`src/rtl/dmem_arbiter.sv`:
```
// Two-port (core / debug-DMA) arbiter in front of a single-ported data memory.
// Define DMEM_ARB_RR_EN for round-robin priority; otherwise port 0 always wins.
module dmem_arbiter #(
    parameter int MEM_DEPTH = 1024
) (
    input  logic        clk,
    input  logic        rst_n,

    input  logic        p0_req,
    input  logic        p0_we,
    input  logic [31:0] p0_addr,
    input  logic [31:0] p0_wdata,
    output logic        p0_gnt,
    output logic        p0_rsp_valid,
    output logic        p0_rsp_err,
    output logic [31:0] p0_rdata,

    input  logic        p1_req,
    input  logic        p1_we,
    input  logic [31:0] p1_addr,
    input  logic [31:0] p1_wdata,
    output logic        p1_gnt,
    output logic        p1_rsp_valid,
    output logic        p1_rsp_err,
    output logic [31:0] p1_rdata,

    output logic        mem_we,
    output logic [31:0] mem_a,
    output logic [31:0] mem_wd,
    input  logic [31:0] mem_rd
);

    localparam logic [31:0] DEPTH_W = 32'(MEM_DEPTH);

    logic        gnt0;
    logic        gnt1;
    logic        sel_we;
    logic        in_range;
    logic [31:0] sel_addr;
    logic [31:0] sel_wdata;
    logic [31:0] rsp_data;

    logic [1:0]       rsp_valid_q, rsp_valid_d;
    logic [1:0]       rsp_err_q,   rsp_err_d;
    logic [1:0][31:0] rdata_q,     rdata_d;

`ifdef DMEM_ARB_RR_EN
    logic ptr_q, ptr_d;  // 1: port 1 wins the next contended cycle
`endif

    // NOTE: every signal gets a default at the top of the block so no path leaves it unassigned (no latch).
    always_comb begin
`ifdef DMEM_ARB_RR_EN
        gnt1 = p1_req && (!p0_req || ptr_q);
`else
        gnt1 = p1_req && !p0_req;
`endif
        gnt0 = p0_req && !gnt1;
        if (!rst_n) begin
            gnt0 = 1'b0;
            gnt1 = 1'b0;
        end

        sel_we    = 1'b0;
        sel_addr  = 32'h0;
        sel_wdata = 32'h0;
        if (gnt1) begin
            sel_we    = p1_we;
            sel_addr  = p1_addr;
            sel_wdata = p1_wdata;
        end else if (gnt0) begin
            sel_we    = p0_we;
            sel_addr  = p0_addr;
            sel_wdata = p0_wdata;
        end

        in_range = {2'b00, sel_addr[31:2]} < DEPTH_W;
        // Writes and out-of-range accesses return zero data.
        rsp_data = (sel_we || !in_range) ? 32'h0 : mem_rd;
    end

    always_comb begin
        rsp_valid_d = {gnt1, gnt0};
        rsp_err_d   = rsp_err_q;
        rdata_d     = rdata_q;
        if (gnt0) begin
            rsp_err_d[0] = !in_range;
            rdata_d[0]   = rsp_data;
        end
        if (gnt1) begin
            rsp_err_d[1] = !in_range;
            rdata_d[1]   = rsp_data;
        end
`ifdef DMEM_ARB_RR_EN
        ptr_d = ptr_q;
        if (gnt0) begin
            ptr_d = 1'b1;
        end else if (gnt1) begin
            ptr_d = 1'b0;
        end
`endif
    end

    // NOTE: state registers use non-blocking assignments so all flops update from pre-edge values.
    always_ff @(posedge clk or negedge rst_n) begin
        if (!rst_n) begin
            rsp_valid_q <= '0;
            rsp_err_q   <= '0;
            rdata_q     <= '0;
`ifdef DMEM_ARB_RR_EN
            ptr_q       <= 1'b0;
`endif
        end else begin
            rsp_valid_q <= rsp_valid_d;
            rsp_err_q   <= rsp_err_d;
            rdata_q     <= rdata_d;
`ifdef DMEM_ARB_RR_EN
            ptr_q       <= ptr_d;
`endif
        end
    end

    assign p0_gnt       = gnt0;
    assign p1_gnt       = gnt1;
    assign p0_rsp_valid = rsp_valid_q[0];
    assign p1_rsp_valid = rsp_valid_q[1];
    assign p0_rsp_err   = rsp_err_q[0];
    assign p1_rsp_err   = rsp_err_q[1];
    assign p0_rdata     = rdata_q[0];
    assign p1_rdata     = rdata_q[1];

    assign mem_we = sel_we && in_range;
    assign mem_a  = sel_addr;
    assign mem_wd = sel_wdata;

endmodule
```
`config.mk`:
```
export PLATFORM = sky130hd
export DESIGN_NAME = dmem_arbiter
export DESIGN_NICKNAME = d
export VERILOG_FILES = /design/src/rtl/dmem_arbiter.sv
export SDC_FILE = /design/constraint.sdc
export NUM_CORES = 1
export LEC_CHECK = 0
export ABC_AREA = 1
export CORE_AREA = 2 2 117 119
export DETAILED_ROUTE_END_ITERATION = 7
export DIE_AREA = 0 0 119 121
export PLACE_DENSITY = 0.73
export SYNTH_ARGS = -nofsm -noshare
export SYNTH_HDL_FRONTEND = slang
export SYNTH_SLANG_ARGS = --single-unit
```
`constraint.sdc`:
```
create_clock -name clk -period 1.5 [get_ports clk]
set_clock_uncertainty 0.2 [all_clocks]
set_input_delay 0.15 -clock clk [delete_from_list [all_inputs] [get_ports clk]]
set_output_delay 0.15 -clock clk [all_outputs]
set_load 0.02 [all_outputs]
```
==> impl_metrics.yaml, run 1 <==
run_status:
  status: "finished, violations left"
  failed_checks: "setup timing"
floorplanning:
  initial_utilization_pct: 27.1
  io_pins: 301
  die_h_um: 121
  die_area_um2: 14400
  die_w_um: 119
  fp-row-count: 42
  core-area_um2: 13100
global_routing:
  grt_use_total_pct: 22.4
  grt_max_degree: 48
  grt_first_pass_wirelength_um: 25000
  first_global_vias: 4578
  antenna_found_initial: 3
  overflow: 0
cts:
  cts_tree: "yes"
  cts_root_buffer: "clkbuf_16"
  clk_pin_slew_worst_paths_ns: 0.06
  clkSinkCount: 68
  clockBufferDepth: 2
  clk_latency_ns: 0.33
  numCtsBuffers: 9
  h-tree-depth: 3
synthesis:
  ys.warnings.count: 0
  syn-num-nets: 601
  ys_types: 22
  ys_seq_area_share_pct: 48.0
  synthCells: 435
  syn_area_per_cell_um2: 8.15
  syn-cell-area_um2: 3550
  yosys_register_bits: 68
pwr:
  p_leak_nw: 4.33
  ir_worst_vdd_v: 0.000620
  power_mw: 5.86
  cellPowerDensity_nw_per_um2: 727
final_layout:
  drive_gt1_share_pct: 29.6
  syn2layout_area_growth_pct: 127
  utilization_pct: 61.6
  nFillCells: 1095
  multi_input_area_um2: 1970
  final_common_cell: "nand2_1"
  stdcell_area_um2: 8060
  final_cell_mix: "nand2_1, clkdlybuf4s50_1, dlygate4sd2_1"
  seq_area_um2: 1700
  finalNetCount: 948
routing:
  wl_met1_um: 7150
  wl_met3_um: 1310
  wirelength_um: 17500
  vias: 4634
  dr_wl_met2_um: 8710
  drtIter0Drc: 289
  firstDrtPassIters: 8
  ant_nets: 0
  drc: 0
  wl_per_cell_um: 18.2
  vias_per_cell: 4.80
  top_layer_used: "met4"
placement:
  port_buffers: 300
  gp_congestion: 1.04
  dpl-instance-area_um2: 6980
  place_worst_setup_slack_ns: -1.08
  hpwlAfterDp_um: 12100
sta:
  tightest_slew_ns: 1.03
  finalCriticalPeriod_ns: 1.77
  setup_viol: 110
  fin_setup_tns_ns: -20.11
  fin_crit_sh_pct: 118
  setup_ws_ns: -0.267
  rsz0062_at_grt: "yes"
  final_hold_viol_count: 0
  relSlewSlack_pct: 31.6
  max_freq_ghz: 0.566
  finalMaxSlewViolations: 0
critical_path:
  cp_slowest_cell: "clkbuf_16"
  worstPathCellList: "buf_12, buf_4, nand4_1, nand2_2, nor2_2, nand2_2, nor2_4, nand3_4, buf_12, nor2_8, buf_12, clkbuf_16, nand3_2, nand2_1"
  critPathRequiredTime_ns: 1.57
  cp_num_buf_inv: 5
  worstPathArrival_ns: 1.84
  critPathMaxStageDelay_ns: 0.18
  path_max_fanout: 9
  critPathLaunchType: "input pin"
  path_common_cell: "buf_12"
  crit_type: "in -> reg"
  endpoint_kind: "flop"
  crit_family: "simple AND/OR/NAND/NOR gates"
worst_hold_path:
  hold_class: "in -> async"
run:
  drv_cap: 0
sequential cells by signal, summed over array words and instances, names as in the netlist:
signal / cells
rsp_err_q: 2
rsp_valid_q: 2
p1_rdata: 32
p0_rdata: 32
synth_stat cells:
cell | count | area, µm²
nor2_2 | 1 | 6.26
nand3_1 | 64 | 320
a21oi_2 | 1 | 8.76
dfrtp_1 | 68 | 1700
nand2_4 | 1 | 11.3
nand3_2 | 2 | 20.0
inv_2 | 1 | 3.75
clkbuf_1 | 15 | 56.3
nor2_4 | 1 | 11.3
nor2_8 | 1 | 20.0
inv_1 | 8 | 30.0
nand4_1 | 8 | 50.1
nor2_1 | 12 | 45.0
clkinv_1 | 1 | 3.75
buf_1 | 2 | 7.51
inv_4 | 1 | 6.26
buf_2 | 6 | 30.0
nand2_1 | 183 | 687
buf_6 | 10 | 113
nand2_2 | 1 | 6.26
o21ai_1 | 3 | 15.0
a22o_1 | 45 | 394
cell type report:
| class | instances | share of cell area [%] |
|---|---|---|
| Antenna cell | 3 | 0.0932 |
| Inverter | 11 | 0.668 |
| Clock buffer | 10 | 2.84 |
| Sequential cell | 68 | 21.1 |
| Tap cell | 176 | 2.73 |
| Timing Repair inverter | 1 | 0.109 |
| Clock inverter | 6 | 1.40 |
| Multi-Input combinational cell | 323 | 24.4 |
| Timing Repair Buffer | 368 | 46.6 |
where the power goes:
group | internal (mW) | total, mW | leakage (nW) | switching, mW
combinational | 0.828 | 1.56 | 3.22 | 0.732
clock | 1.63 | 2.41 | 0.167 | 0.782
sequential | 1.87 | 1.89 | 0.942 | 0.0199
total | 4.33 | 5.86 | 4.33 | 1.53
kinds of logic (layout without fill, tap and decap cells):
kind of cell,Yosys count,in the layout,share of synthesized area (%)
AND/OR/NAND/NOR,274,274,33.2
flip-flops,68,68,48.0
AO/OA/AOI/OAI,49,49,11.8
buffers and inverters,44,396,7.05
other,0,3,0
per-layer routing:
layer	track usage (%)	vias up
met3	7.33	32
met1	28.3	2214
met2	36.9	230
li1	-	2158
met4	5.73	0
met5	0	-
worst register-to-register path: stages (launching register included):
cell and delay, ns:
dfrtp_1 0.40, nand2_1 0.07, nand2_1 0.05
per-stage QoR:
step / std cells / hold WS, ns
after global placement: 913 / 0.0403
after global routing: 966 / 0.0980
after detailed placement: 913 / 0.0455
final: 966 / 0.0961
after CTS: 952 / 0.0702
after floorplan: 435 / -0.346
final timing paths:
check,start,to,slack (ns),cells past startpoint
max,rst_n,p1_rdata[22],-0.27,14
min,rst_n,p1_rdata[30],0.1,3
max reg2reg,p1_rdata[0],p1_rdata[0],0.67,2
min reg2reg,p1_rdata[18],p1_rdata[18],0.27,2
max in group asynchronous,rst_n,p1_rdata[6],0.27,4
min in group clk,rst_n,p0_rdata[4],0.10,5
repair_timing:
item / 4_1_cts / 5_1_grt
hold endpoints to repair: 21 / 0
cloned: 4 / 7
setup buffers: 17 / 9
resized for setup: 424 / 97
hold buffers: 2 / 0
pin swaps: 37 / 55
setup endpoints to repair: 201 / 149
Note: power is estimated with default switching activity, not from simulation.
==> run 2, diff against run 1 <==
--- a/config.mk
+++ b/config.mk
@@ -7,6 +7,7 @@
 export LEC_CHECK = 0
 export ABC_AREA = 1
 export CORE_AREA = 2 2 117 119
+export CTS_CLUSTER_DIAMETER = 60
 export DETAILED_ROUTE_END_ITERATION = 7
 export DIE_AREA = 0 0 119 121
 export PLACE_DENSITY = 0.73
==> results of run 2 <==
Same layout as run 1: the final DEF is identical, and so are final timing and power.
==> run 3, diff against run 2 <==
--- a/config.mk
+++ b/config.mk
@@ -8,8 +8,10 @@
 export ABC_AREA = 1
 export CORE_AREA = 2 2 117 119
 export CTS_CLUSTER_DIAMETER = 60
+export CTS_CLUSTER_SIZE = 40
 export DETAILED_ROUTE_END_ITERATION = 7
 export DIE_AREA = 0 0 119 121
+export GPL_ROUTABILITY_DRIVEN = 0
 export PLACE_DENSITY = 0.73
 export SYNTH_ARGS = -nofsm -noshare
 export SYNTH_HDL_FRONTEND = slang
==> run 3 against run 2 <==
Sequential power hardly changed. Critical path depth is 1 lower. Highest routed layer unchanged. Cell count is 0.41% lower. Largest power group unchanged. Critical endpoint is now p0_rdata[8]. Clock power is 8% lower. Combinational power is 6% lower. The flow still finishes with violations (setup timing). Sequential share of layout area is 0.75 points higher. First-iteration DRC count is 6.9% lower. Clock-buffer cell count is 1 higher. Hold slack better by 0.12 ns. Non-clock buffer count is 1 lower. Via count hardly changed.
==> impl_metrics.yaml, run 3 (synthesis results as in run 1) <==
pwr:
  p_leak_nw: 4.17
  clock_power_share_pct: 39.6
  p_switching_mw: 1.56
  ir_worst_vdd_v: 0.000524
  switching_share_pct: 27.9
  pwr-share-comb_pct: 26.4
  internal_power_mw: 4.01
  cellPowerDensity_nw_per_um2: 716
  seq_power_share_pct: 34.0
sta:
  rsz0062_at_grt: "yes"
  finalCriticalPeriod_ns: 1.83
  max_freq_ghz: 0.547
  tightest_slew_ns: 0.630
  relSlewSlack_pct: 58.0
  final_hold_viol_count: 0
  finalMaxSlewViolations: 0
  setup_ws_ns: -0.329
  setup_viol: 97
  fin_setup_tns_ns: -19.48
  fin_crit_sh_pct: 122
final_layout:
  syn2layout_area_growth_pct: 119
  drive_gt1_share_pct: 31.0
  stdcell_area_um2: 7780
  utilization_pct: 59.5
  final_cell_mix: "nand2_1, clkdlybuf4s50_1, dlygate4sd2_1"
  final_common_cell: "nand2_1"
  antennaDiodeCount: 0
  finalNetCount: 947
placement:
  hpwlAfterDp_um: 12100
  port_buffers: 300
  dpl-instance-area_um2: 6980
worst_hold_path:
  hold_depth: 3
  hold_end: "p1_rdata[11]"
  hold_class: "in -> reg"
  hold_start: "mem_rd[11]"
floorplanning:
  die_h_um: 121
  die_area_um2: 14400
  initial_utilization_pct: 27.1
  die_w_um: 119
  io_pins: 301
  fp-row-count: 42
  core-area_um2: 13100
critical_path:
  critPathMaxStageDelay_ns: 0.41
  critPathRequiredTime_ns: 1.56
  worstPathCellList: "clkdlybuf4s50_1, nand2_1, o21ai_2, inv_1, nand2_2, nor2_4, nand3_4, buf_12, nor2_8, buf_12, clkbuf_16, nand3_2, nand2_1"
  cp_slowest_cell: "clkdlybuf4s50_1"
  endpoint_kind: "flop"
  cp_num_buf_inv: 5
  critPathLaunchType: "input pin"
  r2r_start: "p1_rdata[0]"
  path_max_fanout: 6
  ff2ff_setup_slack_ns: 0.64
  r2r-end: "p1_rdata[0]"
  ff2ff_path_depth: 2
  worstPathArrival_ns: 1.89
  crit_type: "in -> reg"
  crit_family: "buffers and inverters"
global_routing:
  overflow: 0
  first_global_vias: 4698
  grt_first_pass_wirelength_um: 24900
  grt_max_degree: 69
  grt_use_total_pct: 21.9
  antenna_found_initial: 0
routing:
  wl_per_cell_um: 18.1
  drc: 0
  vias: 4636
  wirelength_um: 17400
  firstDrtPassIters: 4
  drtIter0Drc: 269
  ant_nets: 0
  vias_per_cell: 4.82
cts:
  clkSinkCount: 68
  clockBufferDepth: 2
  cts_root_buffer: "clkbuf_16"
  clk_pin_slew_worst_paths_ns: 0.06
  h-tree-depth: 3
  clk_latency_ns: 0.32
  cts_tree: "yes"
  numCtsBuffers: 9
run_status:
  failed_checks: "setup timing"
  status: "finished, violations left"
run:
  drv_cap: 0
[run 3: metal layers]
metal / global-route usage, % / wire (µm)
met2: 37.2 / 8790
met1: 27.7 / 7220
met3: 5.40 / 993
met5: 0 / 0
met4: 6.40 / 373
[run 3: cell type report]
| type | instances | area, µm² |
|---|---|---|
| well taps | 176 | 220 |
| flip-flops and latches | 68 | 1700 |
| repair inverters | 1 | 11.3 |
| fillers | 1168 | 5310 |
| clock buffers | 11 | 253 |
| repair buffers | 367 | 3510 |
| inverters | 11 | 53.8 |
| clock inverters | 5 | 58.8 |
| multi-input cells | 323 | 1970 |
[run 3: metrics by stage]
| stage | hold WS [ns] | instances | setup WS, ns | total power, mW |
|---|---|---|---|---|
| floorplan | -0.346 | 435 | -0.291 | 2.41 |
| global route | 0.231 | 962 | -0.418 | 5.77 |
| finish | 0.212 | 962 | -0.329 | 5.57 |
| detailed placement | 0.262 | 916 | -1.03 | 3.33 |
| global placement | 0.259 | 916 | -1.02 | 3.31 |
| CTS | 0.109 | 947 | -0.256 | 5.49 |
[run 3: how the worst max path moves through the flow]
stage	start	endpoint	slack [ns]	cells past startpoint
CTS	rst_n	mem_we	-0.26	12
floorplan	rst_n	p0_rdata[13]	-0.29	14
finish	p0_addr[15]	p0_rdata[8]	-0.33	13
global route	p0_addr[15]	p0_rdata[8]	-0.42	13
global placement	p0_req	mem_we	-1.02	11
detailed placement	p0_req	p1_rdata[9]	-1.03	13
[run 3: power groups by stage]
stage / sequential (mW) / combinational (mW) / clock, mW
after CTS: 1.89 / 1.36 / 2.24
after global routing: 1.90 / 1.55 / 2.32
after global placement: 1.92 / 1.39 / 0
after detailed placement: 1.92 / 1.41 / 0
after floorplan: 1.97 / 0.444 / 0
final: 1.89 / 1.47 / 2.21
[run 3: timing repair]
action / in CTS / in global routing
resized for setup: 406 / 98
cloned: 2 / 9
hold endpoints to repair: 68 / 0
endpoints found under the setup margin: 201 / 180
setup buffers: 12 / 6
hold buffers: 1 / 0
pin swaps: 49 / 60
[run 3: worst reg2reg max path, cell delays in order, from the launching register on]
cell     delay, ns
dfrtp_1       0.41
nand2_1       0.09
nand2_1       0.05
